**config.mk**
```make
export PLATFORM = sky130hd
export DESIGN_NAME = mdclcg_core
export DESIGN_NICKNAME = d
export VERILOG_FILES = /design/src/rtl/mdclcg_pkg.sv /design/src/rtl/lcg_stage.sv /design/src/rtl/mdclcg_core.sv
export SDC_FILE = /design/constraint.sdc
export NUM_CORES = 1
export LEC_CHECK = 0
export BUFFER_PORTS_ARGS = -buffer_cell sky130_fd_sc_hd__buf_2
export CAP_MARGIN = 0
export CORE_ASPECT_RATIO = 0.5
export CORE_MARGIN = 5
export CORE_UTILIZATION = 54
export DETAILED_ROUTE_END_ITERATION = 8
export GPL_ROUTABILITY_DRIVEN = 0
export PLACE_DENSITY = 0.78
export SETUP_SLACK_MARGIN = 0.5
export SYNTH_ARGS = -nofsm -noshare
export SYNTH_HDL_FRONTEND = slang
export SYNTH_SLANG_ARGS = --single-unit
export TNS_END_PERCENT = 30
```
**constraint.sdc**
```tcl
create_clock -name clk -period 9 [get_ports clk]
set_clock_uncertainty 0.1 [all_clocks]
set_input_delay 0.9 -clock clk [delete_from_list [all_inputs] [get_ports clk]]
set_output_delay 0.9 -clock clk [all_outputs]
set_load 0.03 [all_outputs]
```
**src/rtl/mdclcg_pkg.sv**
```systemverilog
// mdclcg_pkg: shared width, LCG multiplier/increment pairs, reset seeds and FSM states.
package mdclcg_pkg;
  localparam int W = 16;
  localparam int X1_K = 5;
  localparam int X2_K = 3;
  localparam int Y1_K = 7;
  localparam int Y2_K = 4;
  localparam logic [W-1:0] X1_B = 16'd1;
  localparam logic [W-1:0] X2_B = 16'd3;
  localparam logic [W-1:0] Y1_B = 16'd5;
  localparam logic [W-1:0] Y2_B = 16'd7;
  localparam logic [W-1:0] X1_RST = 16'h1234;
  localparam logic [W-1:0] X2_RST = 16'hABCD;
  localparam logic [W-1:0] Y1_RST = 16'h0F0F;
  localparam logic [W-1:0] Y2_RST = 16'h3C3C;
  typedef enum logic {IDLE, RUN} state_t;
endpackage

```
**src/rtl/lcg_stage.sv**
```systemverilog
// lcg_stage: one LCG step, next = s*(2^K+1) + B mod 2^W, done as a shift-add.
module lcg_stage
  import mdclcg_pkg::*;
#(
  parameter int K = 1,
  parameter logic [W-1:0] B = '0
) (
  input  logic [W-1:0] i_s,
  output logic [W-1:0] o_next
);
  assign o_next = (i_s << K) + i_s + B;
endmodule

```
**src/rtl/mdclcg_core.sv**
```systemverilog
// mdclcg_core: four shift-add LCGs; X pair compare yields the bit, Y pair compare qualifies it.
module mdclcg_core #(
  parameter int W = mdclcg_pkg::W
) (
  input  logic         clk,
  input  logic         rst,
  input  logic         seed_load,
  input  logic [W-1:0] seed_x1,
  input  logic [W-1:0] seed_x2,
  input  logic [W-1:0] seed_y1,
  input  logic [W-1:0] seed_y2,
  input  logic         enable,
  output logic         busy,
  output logic         bit_out,
  output logic         bit_valid,
  output logic [W-1:0] word_out,
  output logic         word_valid
);
  import mdclcg_pkg::*;
  state_t r_state, w_next;
  logic [W-1:0] r_x1, r_x2, r_y1, r_y2;
  logic [W-1:0] w_x1, w_x2, w_y1, w_y2;
  logic [W-1:0] r_acc;
  logic [3:0] r_cnt;
  logic w_step, w_bb, w_cb, w_acc;
  lcg_stage #(.K(X1_K), .B(X1_B)) u_x1 (.i_s(r_x1), .o_next(w_x1));
  lcg_stage #(.K(X2_K), .B(X2_B)) u_x2 (.i_s(r_x2), .o_next(w_x2));
  lcg_stage #(.K(Y1_K), .B(Y1_B)) u_y1 (.i_s(r_y1), .o_next(w_y1));
  lcg_stage #(.K(Y2_K), .B(Y2_B)) u_y2 (.i_s(r_y2), .o_next(w_y2));
  assign w_step = (r_state == RUN) && enable && !seed_load;
  assign w_bb = w_x1 > w_x2;
  assign w_cb = w_y1 > w_y2;
  assign w_acc = w_step && w_cb;
  assign busy = r_state == RUN;
  always_comb begin
    w_next = (enable && !seed_load) ? RUN : IDLE;
  end
  always_ff @(posedge clk or posedge rst) begin
    if (rst) begin
      r_state <= IDLE;
      r_x1 <= X1_RST;
      r_x2 <= X2_RST;
      r_y1 <= Y1_RST;
      r_y2 <= Y2_RST;
      r_acc <= '0;
      r_cnt <= '0;
      bit_out <= 1'b0;
      bit_valid <= 1'b0;
      word_out <= '0;
      word_valid <= 1'b0;
    end else begin
      r_state <= w_next;
      if (seed_load) begin
        r_x1 <= seed_x1;
        r_x2 <= seed_x2;
        r_y1 <= seed_y1;
        r_y2 <= seed_y2;
        r_acc <= '0;
        r_cnt <= '0;
        bit_valid <= 1'b0;
        word_valid <= 1'b0;
      end else begin
        bit_valid <= w_acc;
        word_valid <= w_acc && (r_cnt == 4'hF);
        if (w_step) begin
          r_x1 <= w_x1;
          r_x2 <= w_x2;
          r_y1 <= w_y1;
          r_y2 <= w_y2;
        end
        if (w_acc) begin
          bit_out <= w_bb;
          r_acc <= {r_acc[W-2:0], w_bb};
          r_cnt <= r_cnt + 4'd1;
          if (r_cnt == 4'hF) word_out <= {r_acc[W-2:0], w_bb};
        end
      end
    end
  end
endmodule
```
==> metrics.txt, run 1 <==
status=complete, no violations; critical path type=flop to flop; reg2reg end=word_out[12]; Max-Cap Viols=0; ys flop type=dfrtp_1; initial antenna violation count=0; Root Buffer=clkbuf_16; clk slew on worst S/H paths=around 0.08 ns; crit share post-route=52.77%; TritonCTS Buffers=9; Max clock buf depth=2; Clock Latency Late Sink=0.35 ns; total track usage=a little over a fifth; hpwl dp=~13 mm; Cell variety after synth=between 60 and 70; die width=~180 um; DRC Markers=0; crit path to=word_out[12]; Post-Syn Area per Cell=between 9 and 10 um2; Synth top area share=23.96%; Die Height=around 93 um; Cells after Synth=just over 800; Crit. End Element=flop; DP Cell Count=~1.1k; crit path max fanout=22; mapped cell area=around 7500 um2; CP arrival=between 4 and 5 ns; Post-synth ARST share=between 90% and 100%; FF+latch count, synth=just over 100; pwr dens=205.3 nW/um2; wire per inst=16.11 um; flop-to-flop setup slack=~4.3 ns; Final Hold Vio Count=0; endpoints failing setup=0; most common cell after layout, fill and taps aside=o21ai_0; Core Area=13590 um2; CTS resizes=0; H-tree Lvls=3; final wirelength=17.64 mm; first-pass GRT wire length=around 30 mm; Peak VDD IR=0.1477 mV; Detailed Route Iter0 Violations=approximately 380; cts-stage hold buffer count=0; pin count of the biggest net entering global routing=110; Crit path required time=9.14 ns; Worst Setup SP=r_y1[4]; Seq/Total Area, Yosys=a little over a third; Final min period=around 4.7 ns; IO Port Bufs=87; TNS Setup=0 ns; clock sinks=~100; synth-to-layout area growth=11.61%; syn_nets=977; largest area contributor in the netlist=dfrtp_1; Overflow after GRT=0; antenna-violating nets left=0; number of fill cells in the layout=roughly 1.2k; Lkg Pwr=3.910 nW; most frequent cells in the layout=87 x o21ai_0, 86 x buf_2, 79 x nand2_1; fmax=210.6 MHz; # IOs=slightly below 90; Setup Fix Bufs, Post-CTS=0; Rel. slew slack=33.02%; total of warnings raised by yosys=0; Initial Util=55.35%; via count=around 6.3k; largest cells by area after synthesis=dfrtp_1 24%, ha_1 13%, dfstp_2 11%; layout cells sized above 1=about a fifth; worst r2r src=r_y1[4]; CTS tree=done; path depth of the worst reg2reg path=13; setup repair after global routing missed its margin=no; number of inserted diodes=0; Post-synth EDFFs=0; vias in the first global route=approximately 6.3k; final non-filler cell total=between 1k and 1.5k; row count=30; DIE AREA=between 15000 and 20000 um2; WHS Path Cells=1; Worst Setup Start Kind=flop; Slew @ Worst Pin=around 1 ns; Min-Delay Path Class=flop to flop; vias per cell=roughly 5.7; nets=about 1.0k; fin. max-slew vios=0; First-pass DRT Iterations=5
## cell usage after synthesis, types with 3 or more instances
library cell	count
o31ai_1	3
nand2b_1	8
nor2b_1	11
mux2_2	20
nor4_1	4
a2111oi_0	3
dfstp_2	31
clkbuf_1	28
o21bai_1	3
nor2_1	51
o211ai_1	5
nor3b_1	7
a221oi_1	3
buf_1	4
a21oi_1	73
mux2i_1	21
dfrtp_1	72
nand2_1	79
nand3_1	27
xor2_1	27
nand4_1	9
a21o_1	29
and2_1	4
xnor2_1	45
and3_1	5
a211oi_1	4
inv_1	18
or3_1	5
o21ai_0	87
ha_1	78
o21a_1	10
nor3_1	11
a31oi_1	4
## cells by family (layout without fill, tap and decap cells)
family                     count (synthesis)  after routing  synth area share (%)
buffers and inverters                     53            125                 2.728
and+or+nand+nor                          234            234                 14.97
AOI/OAI and AO/OA                        249            249                 20.15
xor gates and xnor gates                  73             73                 8.601
DFF                                      103            103                 34.79
muxes                                     41             41                 5.789
adders and majority gates                 78             78                 12.98
## stage by stage
step	hold WS (ns)	area [um2]	power, W	setup slack (ns)	util, %
after global placement	0.3798	8099	0.001290	4.514	59.60
after floorplan	0.3530	7521	0.001143	5.209	-
final	0.3982	8394	0.001723	4.251	61.78
after global routing	0.4220	8394	0.001848	3.969	61.78
after CTS	0.3963	8394	0.001721	4.286	61.78
after detailed placement	0.3858	8099	0.001318	4.297	59.60
## sequential cells by signal, indices dropped and copies added, names as in the netlist
register	cells
r_x2	16
r_x1	16
busy	1
r_cnt	4
r_y2	16
bit_valid	1
r_y1	16
word_out	16
bit_out	1
word_valid	1
r_acc	15
## how the worst min path moves through the flow
stage	slack, ns	end	from
final	0.40	r_cnt[2]	r_cnt[2]
after global routing	0.42	r_cnt[2]	r_cnt[2]
after CTS	0.40	r_cnt[2]	r_cnt[2]
after detailed placement	0.39	r_cnt[2]	r_cnt[2]
after global placement	0.38	r_cnt[2]	r_cnt[2]
after floorplan	0.35	r_cnt[2]	r_cnt[2]
## critical path: stages (launching register included)
cell	delay (ns)
dfrtp_1	0.47
ha_1	0.39
a2111oi_0	0.42
o21ai_0	0.19
o21a_1	0.23
o211ai_1	0.26
xor2_1	0.12
ha_1	0.31
nand4_1	0.17
nor3_1	0.34
o21ai_0	0.21
o211ai_2	0.40
nand3_2	0.58
mux2_2	0.44
## report_power, final
group	switching [W]	leakage (nW)	internal, W
Sequential	0.0000455	1.27	0.000514
Clock	0.000203	0.144	0.000198
Combinational	0.000445	2.50	0.000318
Total	0.000694	3.91	0.00103
## cell type report
cell class / instances / area [um2] / share of cell area, %
clock inverters: 7 / 70.07 / 0.8347
inverters: 18 / 70.07 / 0.8347
flip-flops and latches: 103 / 2616 / 31.17
multi-input cells: 675 / 4705 / 56.04
repair buffers: 91 / 467.9 / 5.575
clock buffers: 9 / 225.2 / 2.683
well taps: 192 / 240.2 / 2.862
## metal layers
layer,global-route usage (%),wire [um]
met1,29.22,8328
met2,36.43,8208
met3,4.039,848
met4,4.826,259
met5,0,0
(Power assumes the default switching activity.)
==> run 2, diff against run 1 <==
--- a/config.mk
+++ b/config.mk
@@ -12,7 +12,7 @@
 export CORE_UTILIZATION = 54
 export DETAILED_ROUTE_END_ITERATION = 8
 export GPL_ROUTABILITY_DRIVEN = 0
-export PLACE_DENSITY = 0.78
+export PLACE_DENSITY = 0.81
 export SETUP_SLACK_MARGIN = 0.5
 export SYNTH_ARGS = -nofsm -noshare
 export SYNTH_HDL_FRONTEND = slang
==> constraint.sdc (replaced) <==
create_clock -name clk -period 4 [get_ports clk]
set_clock_uncertainty 0.1 [all_clocks]
set_input_delay 0.4 -clock clk [delete_from_list [all_inputs] [get_ports clk]]
set_output_delay 0.4 -clock clk [all_outputs]
set_load 0.03 [all_outputs]
==> metrics.txt, run 2 (synthesized netlist as in run 1, its figures left out) <==
worst r2r src=r_x2[7]; Crit-path slowest cell=dfstp_2; fmax=240.7 MHz (+14%); critical path type=flop to flop; most common cell after layout, fill and taps aside=buf_2; crit share post-route=103.8% (+51 points); via count=7962 (+27%); antenna-violating nets left=0 (unchanged); crit path max fanout=4 (-82%); total track usage=26.16% (+4.5 points); number of inserted diodes=0 (unchanged); fin util=75.68% (+14 points); flop-to-flop setup slack=-0.15 ns (-4.40 ns); Core Area=13590 um2 (unchanged); Final Hold Vio Count=0 (unchanged); Final min period=4.154 ns (-0.5951 ns); fin. max-slew vios=0 (unchanged); reg2reg end=word_out[0]; most frequent cells in the layout=86 x buf_2, 76 x nand2_1, 76 x buf_4; Clock Latency Late Sink=0.37 ns (+0.02 ns); First-pass DRT Iterations=7 (+2); vias in the first global route=7076 (+13%); layout cells sized above 1=38.35% (+19 points); Slew @ Worst Pin=1.303 ns (+0.2987 ns); CTS tree=done; nets=1137 (+8.9%); setup repair after global routing missed its margin=yes; dpl ws=-0.06339 ns (-4.360 ns); status=finished, violations left; number of fill cells in the layout=800 (-33%); die width=176.9 um (unchanged); wire per inst=23.55 um (+46%); Worst Setup Start Kind=flop; Lkg Pwr=4.620 nW (+18%); hpwl dp=13.11 mm (+2.9%); Worst Setup SP=r_x2[7]; Detailed Route Iter0 Violations=1031 (+170%); TritonCTS Buffers=9 (unchanged); Pwr Total=0.005461 W (+220%); vias per cell=6.702 (+17%); Max clock buf depth=2 (unchanged); first-pass GRT wire length=35.27 mm (+19%); Initial Util=55.35% (unchanged); # IOs=88 (unchanged); final wirelength=27.98 mm (+59%); row count=30 (unchanged); path depth of the worst reg2reg path=13 (unchanged); failing checks=negative setup slack; Max-Cap Viols=0 (unchanged); Cell Chain, Critical Path=ha_4 > and3_4 > a221o_1 > a221oi_2 > a21oi_1 > xor2_1 > xnor2_1 > ha_1 > and4_4 > nand4_1 > or3_4 > o21a_4 > mux2_2; CP arrival=4.31 ns (-0.58 ns); Overflow after GRT=0 (unchanged); endpoints failing setup=14 (+14); worst setup margin=-0.1538 ns (-4.405 ns); H-tree Lvls=3 (unchanged); initial antenna violation count=0 (unchanged); CP max stage delay=0.58 ns (about the same); Root Buffer=clkbuf_16; clk slew on worst S/H paths=0.08 ns (about the same); Crit path required time=4.15 ns (-4.99 ns); DIE AREA=16530 um2 (unchanged); clock sinks=103 (unchanged); cts-stage hold buffer count=0 (unchanged); Peak VDD IR=0.3341 mV (+130%); synth-to-layout area growth=36.73%; pin count of the biggest net entering global routing=84 (-24%); Crit. End Element=flop; Min-Delay Path Class=primary input to async pin; pwr dens=531.0 nW/um2 (+160%); Die Height=93.45 um (unchanged); DRC Markers=0 (unchanged); IO Port Bufs=87 (unchanged); Rel. slew slack=12.89% (-20 points)
run 2: cell types whose count changed in the layout (fill, tap and decap cells not counted), moves of 9 or more:
cell,before,now
a21oi_1,72,47
a21oi_2,2,23
buf_12,0,9
buf_4,5,76
ha_1,78,60
ha_4,0,17
mux2_2,20,5
mux2_4,0,15
nand3_1,27,12
nand3_4,0,12
o21ai_0,87,67
o21ai_1,1,11
o21ai_2,1,11
run 2: timing repair:
| item | 4_1_cts | 5_1_grt |
|---|---|---|
| gates resized for setup | 60 | 147 |
| setup buffers | 50 | 26 |
| pin swaps | 26 | 53 |
| cloned | 1 | 5 |
| setup endpoints to repair | 38 | 38 |
run 2: per-layer routing:
metal	up-vias	global-route usage (%)	share of wire [%]
met4	0	12.55	7.3
li1	3336	-	-
met5	-	0	0
met1	3776	32.41	37
met3	213	5.695	9.8
met2	637	43.81	46
run 2: worst max-delay path: cells and delay by family, from the launching register on:
kind / cells / cell delay, ns
mux: 1 / 0.27
fa+ha+maj: 2 / 0.56
flops: 1 / 0.58
simple gates: 4 / 1.06
xor+xnor: 2 / 0.36
compound gates: 4 / 1.09
run 2: final cells by class:
type                    count  area, um2  area share [%]
multi-input cells         676       5669           55.13
flip-flops and latches    103       2620           25.48
repair buffers            182       1360           13.23
well taps                 192      240.2           2.336
clock buffers              10      239.0           2.324
clock inverters             6      73.82          0.7178
inverters                  18      73.82          0.7178
repair inverters            1      7.507         0.07300
run 2: worst max path at each step:
stage	end	slack, ns	depth (start not counted)
2_1_floorplan	bit_out	0.35	13
3_3_place_gp	bit_out	0.08	14
3_5_place_dp	bit_out	-0.06	14
4_1_cts	bit_out	0.1	13
5_1_grt	bit_out	-0.23	14
6_report	word_out[0]	-0.15	13
run 2: metrics by stage:
step                      cells  instance area (um2)  setup TNS [ns]  hold WS (ns)
after global placement     1090                 8244               0        0.3820
after floorplan             831                 7594               0        0.3530
after detailed placement   1090                 8244         -0.1642        0.3888
after CTS                  1157                 9300               0        0.1370
final                      1188                10280          -1.273        0.1279
after global routing       1188                10280          -2.131        0.1467
run 2: power by group:
| group | switching, W | internal [W] | total, W | leakage (nW) |
|---|---|---|---|---|
| Combinational | 0.00173 | 0.00147 | 0.00320 | 3.20 |
| Sequential | 0.000125 | 0.00116 | 0.00128 | 1.26 |
| Clock | 0.000464 | 0.000514 | 0.000979 | 0.154 |
==> run 3, diff against run 2 <==
--- a/config.mk
+++ b/config.mk
@@ -9,10 +9,10 @@
 export CAP_MARGIN = 0
 export CORE_ASPECT_RATIO = 0.5
 export CORE_MARGIN = 5
-export CORE_UTILIZATION = 54
+export CORE_UTILIZATION = 47
 export DETAILED_ROUTE_END_ITERATION = 8
 export GPL_ROUTABILITY_DRIVEN = 0
-export PLACE_DENSITY = 0.81
+export PLACE_DENSITY = 0.72
 export SETUP_SLACK_MARGIN = 0.5
 export SYNTH_ARGS = -nofsm -noshare
 export SYNTH_HDL_FRONTEND = slang
==> metrics.txt, run 3 (synthesized netlist as in run 1, its figures left out) <==
CTS tree=done; # IOs=88 (unchanged); total track usage=20.59% (-5.6 points); Crit path required time=4.15 ns (about the same); cts-stage hold buffer count=0 (unchanged); synth-to-layout area growth=30.94%; clk slew on worst S/H paths=0.08 ns (about the same); Initial Util=48.41% (-6.9 points); Peak VDD IR=0.3640 mV (+9.0%); Pwr Total=0.005043 W (-7.7%); Worst Setup Start Kind=flop; fin util=63.39% (-12 points); via count=6890 (-13%); vias in the first global route=6659 (-5.9%); fmax=257.1 MHz (+6.8%); nets=1118 (-1.7%); Slew @ Worst Pin=0.9776 ns (-0.3258 ns); wire per inst=18.15 um (-23%); row count=32 (+6.7%); CP arrival=4.04 ns (-0.27 ns); crit share post-route=97.25% (-6.6 points); clock sinks=103 (unchanged); Max clock buf depth=2 (unchanged); Detailed Route Iter0 Violations=522 (-49%); Max-Cap Viols=0 (unchanged); status=complete, no violations; Crit. End Element=flop; critical path type=flop to flop; number of fill cells in the layout=1249 (+56%); Core Area=15530 um2 (+14%); DRC Markers=0 (unchanged); number of inserted diodes=0 (unchanged); Overflow after GRT=0 (unchanged); layout cells sized above 1=35.52% (-2.8 points); Die Height=99.45 um (+6.4%); initial antenna violation count=0 (unchanged); most common cell after layout, fill and taps aside=buf_2; Rel. slew slack=34.67% (+22 points); endpoints failing setup=0 (-14); Min-Delay Path Class=primary input to async pin; DIE AREA=18790 um2 (+14%); Final min period=3.890 ns (-0.2636 ns); pin count of the biggest net entering global routing=85 (+1.2%); IO Port Bufs=87 (unchanged); multi-input logic area=5515 um2 (-2.7%); worst hold margin=0.01981 ns (-0.1081 ns); crit path max fanout=6 (+2); TritonCTS Buffers=9 (unchanged); antenna-violating nets left=0 (unchanged); final wirelength=21.43 mm (-23%); Clock Latency Late Sink=0.36 ns (about the same); die width=188.9 um (+6.8%); First-pass DRT Iterations=5 (-2); Lkg Pwr=4.390 nW (-5.0%); setup repair after global routing missed its margin=yes; hpwl dp=13.29 mm (+1.4%); Final Hold Vio Count=0 (unchanged); H-tree Lvls=3 (unchanged); dpl ws=-0.01745 ns (+0.04593 ns); vias per cell=5.834 (-13%); TNS Setup=0 ns (+1.273 ns); FF/Latch Area=2619 um2 (about the same); fin. max-slew vios=0 (unchanged); Root Buffer=clkbuf_16; worst setup margin=0.1098 ns (+0.2636 ns); most frequent cells in the layout=86 x buf_2, 77 x nand2_1, 71 x o21ai_0; pwr dens=512.1 nW/um2 (-3.6%); first-pass GRT wire length=32.06 mm (-9.1%)
## run 3: final cells by class
cell class	count	share of cell area [%]
clock buffers	9	2.287
clock inverters	7	0.8004
inverters	18	0.7496
multi-input cells	678	56.00
flip-flops and latches	103	26.59
well taps	204	2.592
repair buffers	161	10.90
repair inverters	1	0.07623
## run 3: metrics by stage
step / instance area [um2] / cells
after global placement: 8267 / 1103
after detailed placement: 8267 / 1103
after global routing: 9848 / 1181
final: 9848 / 1181
after CTS: 9002 / 1153
after floorplan: 7594 / 831
## run 3: where the power goes
group	switching [W]	leakage, nW	total [W]	internal (W)
clock network	0.000480	0.151	0.000931	0.000451
logic	0.00146	2.97	0.00284	0.00138
registers	0.000112	1.27	0.00127	0.00116
## run 3: final timing paths
kind,depth (start not counted),endpoint,start,slack (ns)
max reg2reg,14,word_out[0],r_x1[1],0.11
max,14,word_out[0],r_x1[1],0.11
min in group clk,2,r_x2[12],seed_x2[12],0.13
min reg2reg,1,word_out[10],word_out[10],0.40
min,2,r_acc[14],rst,0.02
max in group asynchronous,3,r_x1[2],rst,2.83
## run 3: critical path, cell delays in order (launching register included)
cell and delay (ns):
dfrtp_1 0.46, ha_1 0.41, a21o_1 0.22, a2bb2oi_2 0.19, o211ai_1 0.12, a21boi_1 0.24
a21oi_1 0.17, xnor2_1 0.16, xnor2_1 0.14, ha_1 0.30, and4_1 0.22, nand4_1 0.14
or3_4 0.41, o21a_4 0.23, mux2_4 0.27
## run 3: routing by layer
layer | GRT usage, % | up-vias | wire length [um] | part of all wire [%]
met5 | 0 | - | 0 | 0
met4 | 7.107 | 0 | 455 | 2.1
met3 | 4.102 | 44 | 935 | 4.4
met2 | 34.08 | 201 | 10290 | 48
met1 | 27.26 | 3346 | 9750 | 45
li1 | - | 3299 | - | -
## run 3: repair_timing
| action | CTS | global route |
|---|---|---|
| endpoints found under the setup margin | 38 | 38 |
| setup buffers | 32 | 24 |
| pin swaps | 15 | 44 |
| gates resized for setup | 35 | 129 |
| gates cloned | 2 | 4 |
